**src/rtl/mm_pkg.sv**
```systemverilog
// Shared definitions for the Montgomery multiplier result collector:
// default geometry, FSM state encoding and the word-index width helper.
package mm_pkg;

    localparam int W_DEF = 3;
    localparam int E_DEF = 2;
    localparam int N_DEF = W_DEF * E_DEF;

    typedef enum logic [1:0] {
        IDLE  = 2'd0,
        ACCUM = 2'd1,
        EMIT  = 2'd2
    } state_t;

    // A single-word operand still needs a one-bit counter to stay legal.
    function automatic int idx_w(input int e);
        return (e > 1) ? $clog2(e) : 1;
    endfunction

endpackage

```
**src/rtl/mm_word_addsub.sv**
```systemverilog
// One word slice: resolves a carry-save pair into binary with carry,
// then subtracts the matching modulus word with borrow.
module mm_word_addsub #(
    parameter int W = 3
) (
    input  logic [W-1:0] a,
    input  logic [W-1:0] b,
    input  logic         ci,
    input  logic [W-1:0] m,
    input  logic         bi,
    output logic [W-1:0] s,
    output logic         co,
    output logic [W-1:0] d,
    output logic         bo
);

    logic [W:0] sum;
    logic [W:0] diff;

    assign sum  = {1'b0, a} + {1'b0, b} + {{W{1'b0}}, ci};
    assign s    = sum[W-1:0];
    assign co   = sum[W];
    // The extra top bit wraps to 1 exactly when the subtraction borrows.
    assign diff = {1'b0, s} - {1'b0, m} - {{W{1'b0}}, bi};
    assign d    = diff[W-1:0];
    assign bo   = diff[W];

endmodule

```
**src/rtl/mm_result_collector.sv**
```systemverilog
// Collects carry-save result words LSW-first, resolves S and D = S-M word-serially,
// then streams out R = (S >= M) ? D : S one word per handshake.
module mm_result_collector
    import mm_pkg::*;
#(
    parameter int W = W_DEF,
    parameter int E = E_DEF
) (
    input  logic           clk,
    input  logic           rst_n,
    input  logic           flush,
    input  logic [W*E-1:0] m_vec,
    input  logic           in_valid,
    output logic           in_ready,
    input  logic [W-1:0]   s0_word,
    input  logic [W-1:0]   s1_word,
    output logic           out_valid,
    input  logic           out_ready,
    output logic [W-1:0]   out_word,
    output logic           out_last,
    output logic           busy
);

    localparam int IDX_W = idx_w(E);
    localparam logic [IDX_W-1:0] LAST = IDX_W'(E - 1);

    state_t           state, state_nxt;
    logic [IDX_W-1:0] cnt;
    logic             ca, bw, sel_d;
    logic [W-1:0]     s_arr [E];
    logic [W-1:0]     d_arr [E];

    logic             accept, handshake, at_last;
    logic [W-1:0]     m_word, s_new, d_new;
    logic             ca_new, bw_new, ca_in, bw_in;

    assign in_ready  = rst_n && (state != EMIT);
    assign accept    = in_valid && in_ready;
    assign out_valid = (state == EMIT);
    assign handshake = out_valid && out_ready;
    assign at_last   = (cnt == LAST);
    assign out_last  = out_valid && at_last;
    assign busy      = (state != IDLE);
    assign out_word  = out_valid ? (sel_d ? d_arr[cnt] : s_arr[cnt]) : '0;

    // Chain state is forced clear on word 0 so a stale carry can never leak in.
    assign ca_in = (cnt == '0) ? 1'b0 : ca;
    assign bw_in = (cnt == '0) ? 1'b0 : bw;

    always_comb begin
        m_word = '0;
        for (int i = 0; i < E; i++) begin
            if (cnt == IDX_W'(i)) m_word = m_vec[i*W +: W];
        end
    end

    mm_word_addsub #(.W(W)) u_addsub (
        .a  (s0_word),
        .b  (s1_word),
        .ci (ca_in),
        .m  (m_word),
        .bi (bw_in),
        .s  (s_new),
        .co (ca_new),
        .d  (d_new),
        .bo (bw_new)
    );

    always_comb begin
        state_nxt = state;
        if (flush) begin
            state_nxt = IDLE;
        end else begin
            case (state)
                IDLE, ACCUM: if (accept) state_nxt = at_last ? EMIT : ACCUM;
                EMIT:        if (handshake && at_last) state_nxt = IDLE;
                default:     state_nxt = IDLE;
            endcase
        end
    end

    always_ff @(posedge clk or negedge rst_n) begin
        if (!rst_n) begin
            state <= IDLE;
        end else begin
            state <= state_nxt;
        end
    end

    always_ff @(posedge clk or negedge rst_n) begin
        if (!rst_n) begin
            cnt   <= '0;
            ca    <= 1'b0;
            bw    <= 1'b0;
            sel_d <= 1'b0;
            for (int i = 0; i < E; i++) begin
                s_arr[i] <= '0;
                d_arr[i] <= '0;
            end
        end else if (flush) begin
            cnt <= '0;
            ca  <= 1'b0;
            bw  <= 1'b0;
        end else if (accept) begin
            s_arr[cnt] <= s_new;
            d_arr[cnt] <= d_new;
            if (at_last) begin
                // Carry out of bit N means S >= 2^N > M, so D is the answer regardless of borrow.
                sel_d <= ca_new | ~bw_new;
                cnt   <= '0;
                ca    <= 1'b0;
                bw    <= 1'b0;
            end else begin
                cnt <= cnt + 1'b1;
                ca  <= ca_new;
                bw  <= bw_new;
            end
        end else if (handshake) begin
            cnt <= at_last ? '0 : cnt + 1'b1;
        end
    end

endmodule

```
**config.mk**
```make
export PLATFORM = sky130hd
export DESIGN_NAME = mm_result_collector
export DESIGN_NICKNAME = d
export VERILOG_FILES = /design/src/rtl/mm_pkg.sv /design/src/rtl/mm_word_addsub.sv /design/src/rtl/mm_result_collector.sv
export SDC_FILE = /design/constraint.sdc
export NUM_CORES = 1
export LEC_CHECK = 0
export CAP_MARGIN = 10
export CORE_AREA = 2 2 62 64
export CTS_CLUSTER_SIZE = 16
export DETAILED_ROUTE_END_ITERATION = 8
export DIE_AREA = 0 0 64 66
export PLACE_DENSITY = 0.59
export SLEW_MARGIN = 20
export SYNTH_ARGS = -nofsm -noshare
export SYNTH_HDL_FRONTEND = slang
export SYNTH_HIERARCHICAL = 1
export SYNTH_SLANG_ARGS = --single-unit
```
**constraint.sdc**
```tcl
create_clock -name clk -period 3 [get_ports clk]
set_clock_uncertainty 0.1 [all_clocks]
set_input_delay 0.3 -clock clk [delete_from_list [all_inputs] [get_ports clk]]
set_output_delay 0.3 -clock clk [all_outputs]
set_load 0.05 [all_outputs]
```
# Word-level counts from Yosys, hierarchy flattened
# Cells that the tools add are included.
[op_classes]
n_addsub = 5
n_lt_le_gt_ge = 2
n_eq_ne = 5
muxes = 30
bitwise_logic = 4
reduce_logical = 14
[op_table]
columns = ["op", "n"]
rows = [
  ["two-way mux 3 bit", 10],
  ["bitwise mux 6 bit", 2],
  ["two-way mux 1 bit", 12],
  ["two-way mux 2 bit", 4],
  ["logical AND 1 bit", 6],
  ["adder 3 x 3 -> 4 bit", 1],
  ["adder 4 x 1 -> 4 bit", 1],
  ["case mux 2 bit (2 select lines)", 1],
  ["AND reduction 2 bit", 2],
  ["nonzero test 2 bit", 2],
  ["subtractor 3 x 3 -> 4 bit", 1],
  ["subtractor 4 x 1 -> 4 bit", 1],
  ["demux 3 bit (select 1 bit)", 1],
  ["inequality test 3 x 2 -> 1 bit, second input constant", 1],
  ["inequality test 3 bit, second input constant", 1],
  ["AND reduction 3 bit", 1],
  ["nonzero test 3 bit", 1],
  ["equality test 2 x 1 -> 1 bit, second input constant", 1],
  ["equality test 2 bit, second input constant", 1],
  [">= comparator 2 bit, second input constant", 1],
  ["logical NOT 2 bit", 1],
  ["< comparator 2 x 1 -> 1 bit, second input constant", 1],
  ["inequality test 2 bit, second input constant", 1],
  ["inverter 1 bit", 2],
  ["other kinds (4)", 4],
]
[word_totals]
regBits = 18
input_bits = 17
out_inout_bits = 7
wordCells = 69

# Logic depth before layout (Yosys ltp)
# Gate-level depths: netlist (run 1).
[depth]
ltp_word = 7
depth_mapped = 13
depth_no_buf = 11

# Modules after synthesis
# Netlist (run 1), hierarchy kept.
[by_module_without_submodules]
columns = ["module", "instances", "cells_each", "area_per_inst_um2", "seq_area_each_um2"]
rows = [
  ["mm_result_collector", 1, 72, 964.7, 450.4],
  ["mm_word_addsub", 1, 25, 220.2, 0.0],
]

# Worst setup path before layout (run 1)
# No wires, ideal clock.
[synth_path]
kind = "reg-to-reg"
from = "reg cnt, in the netlist at_last"
to = "reg sel_d"
setup_time_ps = 125
arrival_time_ps = 2685
t_required_ps = 2775
setup_slack_ps = 90
path_stages_with_launch = 14
n_path_buf = 2
period_less_slack_ps = 2910
path_cell_list = "dfrtp_1 -> buf_6 -> clkbuf_1 -> and2_1 -> inv_1 -> fa_1 -> inv_1 -> fa_1 -> ha_1 -> nand2_1 -> nand3b_1 -> xnor2_1 -> nand2b_1 -> mux2_2"
[synth_via]
elab_chain_cells = 6
elab_cells_between_ends = 9
cone_classes = "3 x add/sub; 3 x mux; 2 x bitwise; 1 x reduce/logical"
[synth_lines]
columns = ["item", "line", "rtl"]
rows = [
  ["from (decl)", "mm_result_collector.sv:28", "logic [IDX_W-1:0] cnt;"],
  ["from (signal assigned)", "mm_result_collector.sv:114", "cnt <= cnt + 1'b1;"],
  ["from (signal assigned)", "mm_result_collector.sv:119", "cnt <= at_last ? '0 : cnt + 1'b1;"],
  ["two-way mux 1 bit", "mm_result_collector.sv:47", "assign ca_in = (cnt == '0) ? 1'b0 : ca;"],
  ["via ca_in", "mm_result_collector.sv:35", "logic ca_new, bw_new, ca_in, bw_in;"],
  ["adder 4 x 1 -> 4 bit", "mm_word_addsub.sv:20", "assign sum = {1'b0, a} + {1'b0, b} + {{W{1'b0}}, ci};"],
  ["via s_new[0]", "mm_result_collector.sv:34", "logic [W-1:0] m_word, s_new, d_new;"],
  ["subtractor 3 x 3 -> 4 bit", "mm_word_addsub.sv:24", "assign diff = {1'b0, s} - {1'b0, m} - {{W{1'b0}}, bi};"],
  ["subtractor 4 x 1 -> 4 bit", "mm_word_addsub.sv:24", ""],
  ["via bw_new", "mm_result_collector.sv:35", ""],
  ["inverter 1 bit", "mm_result_collector.sv:109", "sel_d <= ca_new | ~bw_new;"],
  ["OR 1 bit", "mm_result_collector.sv:109", ""],
  ["to (signal assigned)", "mm_result_collector.sv:109", ""],
  ["to (decl)", "mm_result_collector.sv:29", "logic ca, bw, sel_d;"],
]
# The timed path passes the listed nets, and every way through them passes these cells.
# A chain may end at the register's enable or synchronous reset.

# Final worst setup path (run 1)
[layout_path]
from = "in s0_word[0]"
to = "reg sel_d"
[layout_via]
elab_chain_cells = 6
[layout_lines]
columns = ["item", "line", "rtl"]
rows = [
  ["from (decl)", "mm_result_collector.sv:15", "input logic [W-1:0] s0_word,"],
  ["adder 3 x 3 -> 4 bit", "mm_word_addsub.sv:20", ""],
  ["adder 4 x 1 -> 4 bit", "mm_word_addsub.sv:20", ""],
  ["via s_new[0]", "mm_result_collector.sv:34", ""],
  ["subtractor 3 x 3 -> 4 bit", "mm_word_addsub.sv:24", ""],
  ["subtractor 4 x 1 -> 4 bit", "mm_word_addsub.sv:24", ""],
  ["via bw_new", "mm_result_collector.sv:35", ""],
  ["inverter 1 bit", "mm_result_collector.sv:109", ""],
  ["OR 1 bit", "mm_result_collector.sv:109", ""],
]
# The timed path passes the listed nets, and every way through them passes these cells.

==> results of run 1 <==
## cell type report
| type | instances | area share (%) |
|---|---|---|
| timing repair buffer | 26 | 16.7 |
| inverter | 11 | 2.76 |
| sequential | 18 | 30.1 |
| clock buffer | 4 | 2.42 |
| multi-input combinational | 63 | 44.0 |
| tap | 48 | 4.01 |
## synthesized netlist by cell type (all sizes together)
library cell   n  area [um^2]
buf            2         22.5
xnor2          2         17.5
or3            1         6.26
fa             4         80.1
a21o           2         15.0
or2            2         12.5
mux2i          2         20.0
nand3b         1         7.51
inv           11         41.3
a21oi          2         10.0
dfrtp         18          450
nand2          3         11.3
nor3           1         10.0
o21ai          2         10.0
ha             4         50.1
and2           8         50.1
mux2          16          203
clkbuf         3         11.3
nand2b         3         26.3
mux4           3         78.8
a2111oi        1         8.76
nor2           2         7.51
xor2           1         8.76
a32oi          1         8.76
nand4b         2         17.5
## stage by stage
stage / instances / setup slack (ns)
2_1_floorplan: 97 / 0.0900
3_3_place_gp: 166 / 0.0492
3_5_place_dp: 166 / -0.0621
4_1_cts: 170 / 0.259
5_1_grt: 170 / 0.158
6_report: 170 / 0.274
## power by group
| group | internal (uW) | switching (uW) |
|---|---|---|
| Combinational | 174 | 101 |
| Sequential | 319 | 43.9 |
| Clock | 73.9 | 78.2 |
## registers in the layout, summed over array words and instances, names as in the netlist
| name | flops |
|---|---|
| ca | 1 |
| state | 2 |
| s_arr | 6 |
| at_last | 1 |
| d_arr | 6 |
| sel_d | 1 |
| bw | 1 |
## worst max-delay path, cell delays in order
cell and delay [ns]:
sky130_fd_sc_hd__clkdlybuf4s50_1 0.45, sky130_fd_sc_hd__inv_1 0.05, sky130_fd_sc_hd__fa_1 0.53, sky130_fd_sc_hd__inv_1 0.07, sky130_fd_sc_hd__fa_1 0.42, sky130_fd_sc_hd__ha_1 0.29, sky130_fd_sc_hd__nand2_1 0.06, sky130_fd_sc_hd__nand3b_1 0.09
sky130_fd_sc_hd__xnor2_1 0.20, sky130_fd_sc_hd__nand2b_1 0.08, sky130_fd_sc_hd__mux2_2 0.27
## path summary, 6_finish.rpt
kind                                   endpoint  slack (ns)  depth (start not counted)
setup / recovery              sel_d$_DFFE_PN0P_        0.27                         11
hold / removal                   ca$_DFFE_PN0P_        0.26                          2
setup reg to reg              sel_d$_DFFE_PN0P_        0.32                         11
hold reg to reg            s_arr[0]$_DFFE_PN0P_        0.41                          1
max in group asynchronous  s_arr[4]$_DFFE_PN0P_        2.34                          2
min in group clk           s_arr[0]$_DFFE_PN0P_        0.41                          1
## metal layers
metal | wire length, um | up-vias
met4 | 47 | 0
met2 | 1140 | 18
met1 | 1070 | 390
li1 | - | 382
met5 | 0 | -
met3 | 71 | 4
## kinds of logic after synthesis
family,after synthesis
AND/OR/NAND/NOR,23
multiplexers,21
flip-flops,18
buffers and inverters,16
AO/OA/AOI/OAI,8
adder cells (fa/ha/maj),8
XOR/XNOR,3
==> results, run 1 <==
- TritonCTS built the clock tree.
- Of the synthesized area, sequential elements account for 38.0%.
- The critical path start-end classification is primary input to flip-flop.
- The die covers 4220 um^2.
- During synthesis, Yosys emitted a total of 6 warnings.
- Power spread over the standard cell area amounts to 528 nW/um^2.
- For this run, the total global-route usage over all layers was measured as 12.8%.
- A synthesized cell averages 12.2 um^2.
- The setup total negative slack is 0 ns.
- The synthesized netlist devotes 4.44% of its cell area to compound gates.
- The peak-usage layer in the global routing report is met2.
- The number of sinks driven by the clock tree is 18.
- The number of unique standard cell types used by synthesis is 29.
- The clock transition at the register clock pins on the worst setup and hold paths after CTS is 0.11 ns.
- The synthesized netlist devotes 2.22% of its cell area to XOR and XNOR gates.
- Entering global routing, the biggest net connects 21 pins.
- The area growth from synthesis to final layout is 26.4%.
- The relative max-transition margin is 60.5%.
- Derived from the worst setup path, the maximum achievable clock frequency is 367 MHz.
- The combinational family with the most area after synthesis is multiplexers.
- The area share of and/or/nand/nor cells after synthesis is 12.6%.
- The via count of the first global-routing pass came to 836.
- The number of max-cap violations is 0.
- The starting density of the core is 33.4%.
- The total placed instance area is 1460 um^2.
- The fraction of the cycle the final worst path needs is 90.9%.
- Row generation in the floorplan step produced 22 rows.
- The met3 routing resource usage after global routing is 1.19%.
- The area inside the core boundary is 3550 um^2.
- The length of the first detailed-routing pass in iterations is 3.
- Global routing used 15.9% of the available met1 tracks.
- The tightest hold path in the finished design has a slack of 0.256 ns.
- The flop and latch count out of synthesis is 18.
- The clock latency of the later-clocked register in the worst-skew pair is 0.29 ns.
- The last weighted congestion value of the routability-driven placer is 0.654.
- For the worst setup path, the data required time is 3.09 ns.
- The post-layout utilization of the core is 42.2%.
- Summing the areas of all fa, ha and maj instances in the mapped netlist gives 11.0% of the synthesized area.
- CTS built an H-tree with a depth of 1.
- Setup repair after global routing left no endpoint under its margin.
- The total standard cell area after synthesis is 1180 um^2.
- Of all nets on the critical path, the largest fanout is 3.
- The count of unresolved DRC violations after routing is 0.
- The clock passes through at most 2 buffers.
- The path category of the worst min-delay check is primary input to async pin.
- Data arrives at the worst endpoint at 2.81 ns.
- The number of max-slew violations in the final report is 0.
- The fill cell instance count of the final layout is 348.
- The horizontal extent of the die is 64 um.
- The global-route congestion overflow total is 0.
- Summing all multi-input logic gate instances after layout gives 659 um^2.
- The number of standard cells after synthesis is 97.
- The startpoint type of the worst setup path is a primary input.
- Counting the buffers created by CTS gives 3.
- 0 antenna diodes ended up in the layout.
- In the final routed layout, each cell accounts on average for 13.7 um.
- The cell at the root of the clock tree is sky130_fd_sc_hd__clkbuf_4.
- The post-synthesis net count is 122.
- The met2 usage is 21.6%.
- In this run the remaining antenna-violating nets after routing total 0.
- Leaving out fill and tap cells, the most frequent cell in the layout is sky130_fd_sc_hd__clkdlybuf4s50_1.
- The reported leakage power is 0.000683 uW.
- Counting I/O delays and the setup requirement, the final critical path takes 2.73 ns.
- The via count is 794.
- The slew at the pin closest to its max-slew limit is 0.589 ns.
- The post-detailed-route via-to-cell ratio is 4.67.
- In the layout the commonest cells are 22 x sky130_fd_sc_hd__clkdlybuf4s50_1, 18 x sky130_fd_sc_hd__dfrtp_1, 10 x sky130_fd_sc_hd__mux2_2, 10 x sky130_fd_sc_hd__inv_1, 8 x sky130_fd_sc_hd__and2_1.
- The count of buffers from port buffering is 23.
- The worst setup path is captured at a flip-flop.
- The number of top-level pins is 24.
- In this run the worst setup path begins at s0_word[0].
- The final routed wirelength across all metal layers is 2.33 mm.
- In the final layout, flip-flops and latches occupy 450 um^2.
- The die is 66 um tall.
- The post-CTS repair timing setup buffer count is 0.
- The total of endpoints with negative setup slack in the final report is 0.
- The overall power after layout is 791 uW.
- The first-iteration detailed-routing DRC count is 4.
- The run finished with clean final reports.
- IR analysis of the VDD net gives a maximum drop of 0.152 mV.
- The global-route wire length before repair is 4.08 mm.
- The final layout contains 148 nets.
- The initial antenna violation count is 0.
- The total of cells resized after clock tree synthesis is 0.
- After clock tree synthesis, the flow added hold-fix buffers numbering 0.
- The multiplexer area fraction after synthesis is 25.4%.
- The worst register-to-register path begins at ca$_DFFE_PN0P_.
- The count of endpoints failing hold in the final timing report is 0.
- The HPWL after detailed placement is 1.84 mm.
- Cells with a size suffix above 1 make up 23.0% of the layout.
- The final design instance area without fill is 1500 um^2.
Power figures use the tool's default switching activity.
==> inputs of run 2 (changes only) <==
Settings changed: REMOVE_ABC_BUFFERS from default to 1.
==> results, run 2 (synthesized netlist as in run 1, its figures left out) <==
- The horizontal extent of the die is 64 um (unchanged).
- The half-perimeter wire length after placement is 1.76 mm (-4.1%).
- The total power per unit cell area is 529 nW/um^2 (+0.24%).
- The largest fanout on the critical path is 15 (+12).
- The total number of placement rows was 22 (unchanged).
- The area inside the core boundary was 3550 um^2 (unchanged).
- The endpoint required time on the critical path came to 2.60 ns (-0.49 ns).
- The count of unresolved DRC violations after routing came to 0 (unchanged).
- The largest registers in the layout are d_arr: 6 flops, s_arr: 6 flops, state: 2 flops.
- In the layout the commonest cells are 22 x sky130_fd_sc_hd__clkdlybuf4s50_1, 18 x sky130_fd_sc_hd__dfrtp_1, 10 x sky130_fd_sc_hd__mux2_2, 10 x sky130_fd_sc_hd__inv_1, 8 x sky130_fd_sc_hd__and2_1.
- The last weighted congestion value of the routability-driven placer is 0.712 (+8.8%).
- The via count of the first global-routing pass is 831 (-0.60%).
- The length of the first detailed-routing pass in iterations is 4 (+1).
- The commonest non-fill, non-tap cell in the layout is sky130_fd_sc_hd__clkdlybuf4s50_1.
- The instance count after placement with tap cells included was 166 (unchanged).
- The number of top-level pins is 24 (unchanged).
- The global-route wire length before repair is 3.86 mm (-5.2%).
- The total of endpoints with negative setup slack in the final report is 0 (unchanged).
- The fraction of final layout cells sized beyond drive strength 1 is 23.0% (unchanged).
- The slew at the pin closest to its max-slew limit was 0.594 ns (+0.00511 ns).
- The number of max-cap violations was 0 (unchanged).
- The highest cell delay on the worst timing path is 0.69 ns (+0.16 ns).
- The post-detailed-route via-to-cell ratio is 4.52 (-3.3%).
- The clock latency of the later-clocked register in the worst-skew pair came to 0.29 ns (about the same).
- The run finished with clean final reports.
- The TritonCTS clock tree is yes.
- The critical path buffer and inverter count is 2 (-1).
- The total die area is 4220 um^2 (unchanged).
- The highest-delay cell along the critical path is sky130_fd_sc_hd__clkdlybuf4s50_1.
- Setup repair after global routing left no endpoint under its margin.
- The fill cell instance count of the final layout is 348 (unchanged).
- The first-iteration detailed-routing DRC count was 8 (+4).
- The arrival time at the worst endpoint was 2.32 ns (-0.49 ns).
- The maximum vdd ir drop is 0.243 mV (+60%).
- By startpoint and endpoint, the worst setup path is classified as flip-flop to primary output.
- The post-detailed-route wirelength per cell is 13.3 um (-3.1%).
- The maximum number of pins on one net before global-route repair is 21 (unchanged).
- The fraction of the cycle the final worst path needs is 90.7% (-0.20 points).
- The count of endpoints failing hold in the final timing report is 0 (unchanged).
- The total of cells resized after clock tree synthesis came to 0 (unchanged).
- The number of max-slew violations in the final report is 0 (unchanged).
- The count of buffers from port buffering was 23 (unchanged).
- The number of antenna cells inserted came to 0 (unchanged).
- The count of hold buffers inserted by post-cts repair is 0 (unchanged).
- The post-route non-filler standard cell count is 170 (unchanged).
- The deepest clock path buffer count is 2 (unchanged).
- The reported leakage power is 0.000683 uW (unchanged).
- The die span in y is 66 um (unchanged).
- The hold slack is 0.286 ns (+0.0296 ns).
- The number of H-tree levels was 1 (unchanged).
- The all-layer global routing usage was 11.8% (-0.98 points).
- The relative max-transition margin is 60.2% (-0.34 points).
- The initial antenna violation count is 0 (unchanged).
- The global-route congestion overflow total was 0 (unchanged).
- The via count is 768 (-3.3%).
- The total CTS buffers is 3 (unchanged).
- The family with the most delay on the worst path is buffers and inverters.
- The worst setup path is launched from a flip-flop.
- The path class of the tightest hold or removal check is primary input to async pin.
- The area growth from synthesis to final layout came to 26.4% (unchanged).
- The final-stage net count is 148 (unchanged).
- The final critical path time including I/O delays and setup came to 2.72 ns (-0.00609 ns).
- The number of nets with antenna violations after routing is 0 (unchanged).
- The final routed wirelength across all metal layers is 2.25 mm (-3.1%).
- The critical path goes through buf_4 > mux4_1 > and2_1 > clkdlybuf4s50_1.
- The number of sinks driven by the clock tree is 18 (unchanged).
- The cell at the root of the clock tree is sky130_fd_sc_hd__clkbuf_4.
- The achievable frequency was 368 MHz (+0.22%).
- The clock transition at the register clock pins on the worst setup and hold paths after CTS was 0.11 ns (about the same).
- The overall power after layout is 793 uW (+0.24%).
- The endpoint class of the critical path is a primary output.
- The post-layout utilization of the core was 42.2% (unchanged).
- The starting density of the core is 33.4% (unchanged).
- The post-CTS repair timing setup buffer count is 0 (unchanged).
## run 2: cell counts in the layout (fill, tap and decap cells not counted)
Identical to the previous run, type by type.
## run 2: stage by stage
| step | setup TNS [ns] | worst slack (ns) | cell area (um^2) |
|---|---|---|---|
| after detailed placement | -0.0106 | -0.0106 | 1460 |
| after global placement | 0 | 0.0454 | 1460 |
| after global routing | 0 | 0.171 | 1500 |
| final | 0 | 0.280 | 1500 |
| after floorplan | 0 | 0.210 | 1150 |
| after CTS | 0 | 0.244 | 1500 |
## run 2: worst register-to-register path, stage by stage (launching register included)
cell,delay [ns]
sky130_fd_sc_hd__dfrtp_1,0.37
sky130_fd_sc_hd__and2_1,0.12
sky130_fd_sc_hd__inv_1,0.05
sky130_fd_sc_hd__fa_1,0.47
sky130_fd_sc_hd__inv_1,0.07
sky130_fd_sc_hd__fa_1,0.41
sky130_fd_sc_hd__ha_1,0.28
sky130_fd_sc_hd__nand2_1,0.06
sky130_fd_sc_hd__nand3b_1,0.09
sky130_fd_sc_hd__xnor2_1,0.19
sky130_fd_sc_hd__nand2b_1,0.07
sky130_fd_sc_hd__mux2_2,0.26
## run 2: power by group
group	internal [uW]	total, uW	switching, uW
clock	73.9	153	79.4
sequential	319	366	46.4
combinational	174	274	100
## run 2: layer usage
layer	track usage [%]	routed length, um	vias to the layer above
li1	-	-	381
met1	15.7	1110	372
met2	19.0	1060	13
met3	2.39	73	2
met4	4.08	14	0
met5	0	0	-
## run 2: cell type report
cell class / instances / area (um^2) / share of cell area (%)
flip-flops and latches: 18 / 450 / 30.1
multi-input cells: 63 / 659 / 44.0
repair buffers: 26 / 250 / 16.7
well taps: 48 / 60.1 / 4.01
inverters: 11 / 41.3 / 2.76
clock buffers: 4 / 36.3 / 2.42
## run 2: worst paths after layout
path	from	to	slack [ns]	cells after the start
worst max-delay path	at_last$_DFFE_PN0P_	out_word[1]	0.28	4
worst min-delay path	rst_n	ca$_DFFE_PN0P_	0.29	2
worst max register to register	at_last$_DFFE_PN0P_	sel_d$_DFFE_PN0P_	0.36	11
worst min register to register	s_arr[2]$_DFFE_PN0P_	s_arr[2]$_DFFE_PN0P_	0.41	1
max in group asynchronous	rst_n	s_arr[2]$_DFFE_PN0P_	2.31	2
min in group clk	s_arr[2]$_DFFE_PN0P_	s_arr[2]$_DFFE_PN0P_	0.41	1
